File: src/rtl/clock_div.sv
// rtl/clock_div.sv - divides clkin by 2*HALF_PERIOD into a registered 50 % duty square wave
module clock_div #(
  parameter int HALF_PERIOD = 5000
) (
  input  logic clkin,
  input  logic rst,
  output logic clkout
);

  localparam int CNT_WIDTH = (HALF_PERIOD > 1) ? $clog2(HALF_PERIOD) : 1;
  localparam logic [CNT_WIDTH-1:0] TERMINAL = CNT_WIDTH'(HALF_PERIOD - 1);

  if (HALF_PERIOD < 1) begin : g_bad_half_period
    $error("clock_div: HALF_PERIOD must be at least 1");
  end

  // Declaration initialisers give a defined power-up state when rst is tied low.
  logic [CNT_WIDTH-1:0] cnt   = '0;
  logic                 clk_q = 1'b0;

  always_ff @(posedge clkin) begin
    if (rst) begin
      cnt   <= '0;
      clk_q <= 1'b0;
    end else if (cnt == TERMINAL) begin
      cnt   <= '0;
      clk_q <= ~clk_q;
    end else begin
      cnt   <= cnt + 1'b1;
    end
  end

  assign clkout = clk_q;

endmodule

File: config.mk
export PLATFORM = sky130hd
export DESIGN_NAME = clock_div
export DESIGN_NICKNAME = d
export VERILOG_FILES = /design/src/rtl/clock_div.sv
export SDC_FILE = /design/constraint.sdc
export NUM_CORES = 1
export LEC_CHECK = 0
export BUFFER_PORTS_ARGS = -buffer_cell sky130_fd_sc_hd__buf_2
export CAP_MARGIN = 30
export CORE_AREA = 10 10 47 49
export DETAILED_ROUTE_END_ITERATION = 12
export DIE_AREA = 0 0 57 59
export PLACE_DENSITY_LB_ADDON = 0.3
export SYNTH_ARGS = -nofsm -noshare
export SYNTH_HDL_FRONTEND = slang
export SYNTH_SLANG_ARGS = --single-unit
File: constraint.sdc
create_clock -name clkin -period 2 [get_ports clkin]
set_clock_uncertainty 0.2 [all_clocks]
set_input_delay 0.1 -clock clkin [delete_from_list [all_inputs] [get_ports clkin]]
set_output_delay 0.1 -clock clkin [all_outputs]
set_load 0.02 [all_outputs]
## After elaboration in Yosys (flattened, before gate mapping)

Cells that the tools add are included.

- Register bits: 14
- Memory bits (read-only): 0
- Output and inout port bits: 1
- Memories: 0
- Bits in latches: 0
- RAM bits: 0
- Logic and storage cells: 6

- Reduce and logical (&&, ||, !) cells: 1
- Bitwise logic cells: 1
- Divide/modulo/power cells: 0
- Equal/unequal tests: 1
- Shift-type cells: 0
- $add $sub $neg: 1
- Multiplexer cells: 0
- $lt $le $gt $ge: 0
- Multiply operators: 0

Operators by type and width:

| kind | number |
|---|---|
| 13-bit by 1-bit adder with 13-bit output (second input constant) | 1 |
| 13-bit == test (second input constant) | 1 |
| 2-bit OR reduction | 1 |
| 1-bit NOT | 1 |

## Logic depth before layout (Yosys ltp)

- Depth in word-level cells: 2
- Gate-level depth with buffers: 6
- Depth with buffers taken out: 5

## Worst setup path before layout

No wires, ideal clock.

- Path type: reg2reg
- Start point: register cnt[6]
- End point: register cnt[4]
- Clock period less this slack: 1,917 ps
- Library setup time: 115 ps
- Required time: 1,685 ps
- Arrival: 1,602 ps
- Stages on the path, launching flop included: 6
- Setup slack: 83 ps
- Cells stage by stage: dfxtp_1 -> or4_1 -> or4_4 -> nand2b_2 -> buf_6 -> nor2_1

- Longest elaborated chain between the ends: 2

Ends and longest elaborated chain:

| item | RTL line | source |
|---|---|---|
| start, declared | 18 | `logic [CNT_WIDTH-1:0] cnt = '0;` |
| start signal, assigned | 29 | `cnt <= cnt + 1'b1;` |
| 13-bit == test | 25 | `end else if (cnt == TERMINAL) begin` |
| 2-bit OR reduction (no source line) | n/a |  |

No other way between the ends.
A chain may end at the register's enable or synchronous reset.

## Worst setup path after layout

- Start point: register cnt[6]
- End point: register cnt[8]

- Longest elaborated chain between the ends: 2
- Elaborated cells between the ends (all ways): 3

Ends and longest elaborated chain:

| item |
|---|
| branches (longest 2 deep; another with 13-bit by 1-bit adder with 13-bit output) |

Parallel ways; which one is timed is not known.

==> flow_summary.json <==
{
  "status": "finished, final reports clean",
  "rsz0062_at_grt": "no",
  "initial_core_util_pct": 42.4,
  "routed_wl_um": 995,
  "drive_gt1_share_pct": 14.7,
  "placed_area_um2": 628,
  "synth.distinct_cells": 16,
  "drt-initial-drc-count": 3,
  "clock_sinks": 14,
  "die_h_um": 59,
  "synth.largest_area_cell": "dfxtp_1",
  "vias": 432,
  "insertedDiodeCount": 0,
  "max_cap_viol_count": 0,
  "area_growth_pct": 14.3,
  "peakVddDrop_mv": 0.332,
  "post_drt_wl_per_cell_um": 10.9,
  "grt_pass1_wl_um": 1730,
  "dieArea_mm2": 0.00336,
  "io_pins": 3,
  "fin_area_um2": 679,
  "antenna_left": 0,
  "synth.area.top_cells": "dfxtp_1 (47%), xnor2_1 (15%), nor2_1 (11%)",
  "crit_family": "simple AND/OR/NAND/NOR gates",
  "setup_tns_ns": 0,
  "cp.required_ns": 1.97,
  "synth-edff-count": 0,
  "slowest_stage": "or4_4",
  "hold_slack_ns": 0.273,
  "cts_tree": "yes",
  "routabilityCongestion": 0.767,
  "netlist_area_um2": 594,
  "stdcell_count": 91,
  "die_x_um": 57,
  "ys.flop_type": "dfxtp_1",
  "worst-setup-path-type": "reg2reg",
  "finalHoldViolCount": 0,
  "viasPerCell": 4.75,
  "worstMarginPinSlew_ns": 0.312,
  "timing.final.crit_share_pct": 96.2,
  "setup_viol": 0,
  "portBuffers": 2,
  "startpoint_type": "register",
  "grt_max_degree": 13,
  "cpPeakStageDelay_ns": 0.55,
  "power_density_mw_per_mm2": 748,
  "clk_pin_slew_worst_paths_ns": 0.09,
  "synthCells": 67,
  "core-area_mm2": 0.00140,
  "cts_root_buf": "clkbuf_4",
  "grt_usage_pct": 6.42,
  "fin_nets": 79,
  "ys_ff_latch": 14,
  "cp.buffers_inverters": 0,
  "p_leak_nw": 0.241,
  "crit_chain": "or4_1, or4_4, nand2b_4, nor2_1",
  "drc": 0,
  "synth.most_common_cell": "nor2_1",
  "syn_nets": 70,
  "fin_crit_ns": 1.92,
  "overflow": 0,
  "syn_area_per_cell_um2": 8.87,
  "hold_path.class": "reg2reg",
  "htree_levels": 1,
  "insertion_delay_ns": 0.28,
  "cp.arrival_ns": 1.90,
  "dp_slack_ns": 0.0102,
  "post-route-util_pct": 48.5,
  "synth_top_cell_area_share_pct": 47.2,
  "synth_top_cells_by_count": "nor2_1 (17), dfxtp_1 (14), xnor2_1 (10)",
  "yosysSeqAreaShare_pct": 47.2,
  "ys_async_sr_fraction_pct": 0,
  "antenna_found_initial": 0,
  "num_rows": 14,
  "crit_fanout": 12,
  "clock_path_buffers": 2,
  "place_inst": 86,
  "slew_headroom_pct": 79.0,
  "ys_warn_count": 0,
  "fin_ws_ns": 0.0762,
  "dp_hpwl_um": 676,
  "end_kind": "register",
  "grt_pass1_vias": 458,
  "fmax_ghz": 0.520,
  "drt_pass1_iterations": 2,
  "totalPowerFinal_mw": 0.508,
  "cts_buffers": 3,
  "report.final.slew_viol_count": 0
}
==> power by group <==
group | internal (mW) | leakage (nW) | switching, mW
registers | 0.284 | 0.113 | 0.00489
clock network | 0.111 | 0.0210 | 0.0920
logic | 0.00831 | 0.107 | 0.00883
==> state kept, by name (all words and copies together) (netlist names) <==
signal  count
cnt        13
clkout      1
==> layout by cell type, fill, tap and decap left out <==
cell           count
nor2_1            17
dfxtp_1           14
xnor2_1           10
inv_1              4
nand3_1            4
nor3_1             4
nand2_1            3
clkbuf_4           3
nand4_1            2
xor2_1             2
buf_2              2
buf_4              2
or4_1              1
or3b_2             1
or4_4              1
nand2b_4           1
nor4_1             1
ha_1               1
clkbuf_8           1
dlygate4sd3_1      1
==> cell families after synthesis <==
| group | count (synthesis) | synth area share (%) |
|---|---|---|
| flops | 14 | 47.2 |
| buf+inv | 5 | 4.42 |
| fa+ha+maj | 1 | 2.10 |
| xor+xnor | 12 | 17.7 |
| simple gates | 35 | 28.6 |
==> routing by layer <==
layer	vias to the layer above	track usage, %	routed length (um)
met2	3	10.5	471
met3	2	2.58	25
met1	193	6.60	481
met4	0	4.36	17
li1	234	-	-
met5	-	0	0
==> worst register-to-register path, delay by kind of cell, from the launching register on <==
family / cells / cell delay (ns)
flip-flops: 1 / 0.32
AND/OR/NAND/NOR: 4 / 1.30
==> timing repair <==
action	CTS	global route
setup buffers	0	0
setup endpoints to repair	1	0
resized for setup	1	0
hold endpoints to repair	2	0
hold buffers	1	0
==> worst paths after layout <==
check | from | to | slack (ns) | cells past startpoint
worst min register to register | cnt[0] | cnt[0] | 0.27 | 1
worst max-delay path | cnt[6] | cnt[8] | 0.08 | 4
worst max register to register | cnt[6] | cnt[8] | 0.08 | 4
worst min-delay path | cnt[0] | cnt[0] | 0.27 | 1
==> final cells by class <==
| cell class | count | area [um2] |
|---|---|---|
| fill | 143 | 722 |
| tap | 16 | 20.0 |
| inverter | 4 | 15.0 |
| clock buffer | 4 | 36.3 |
| sequential | 14 | 280 |
| timing repair buffer | 5 | 35.0 |
| multi-input combinational | 48 | 293 |
Note: power is estimated with default switching activity, not from simulation.
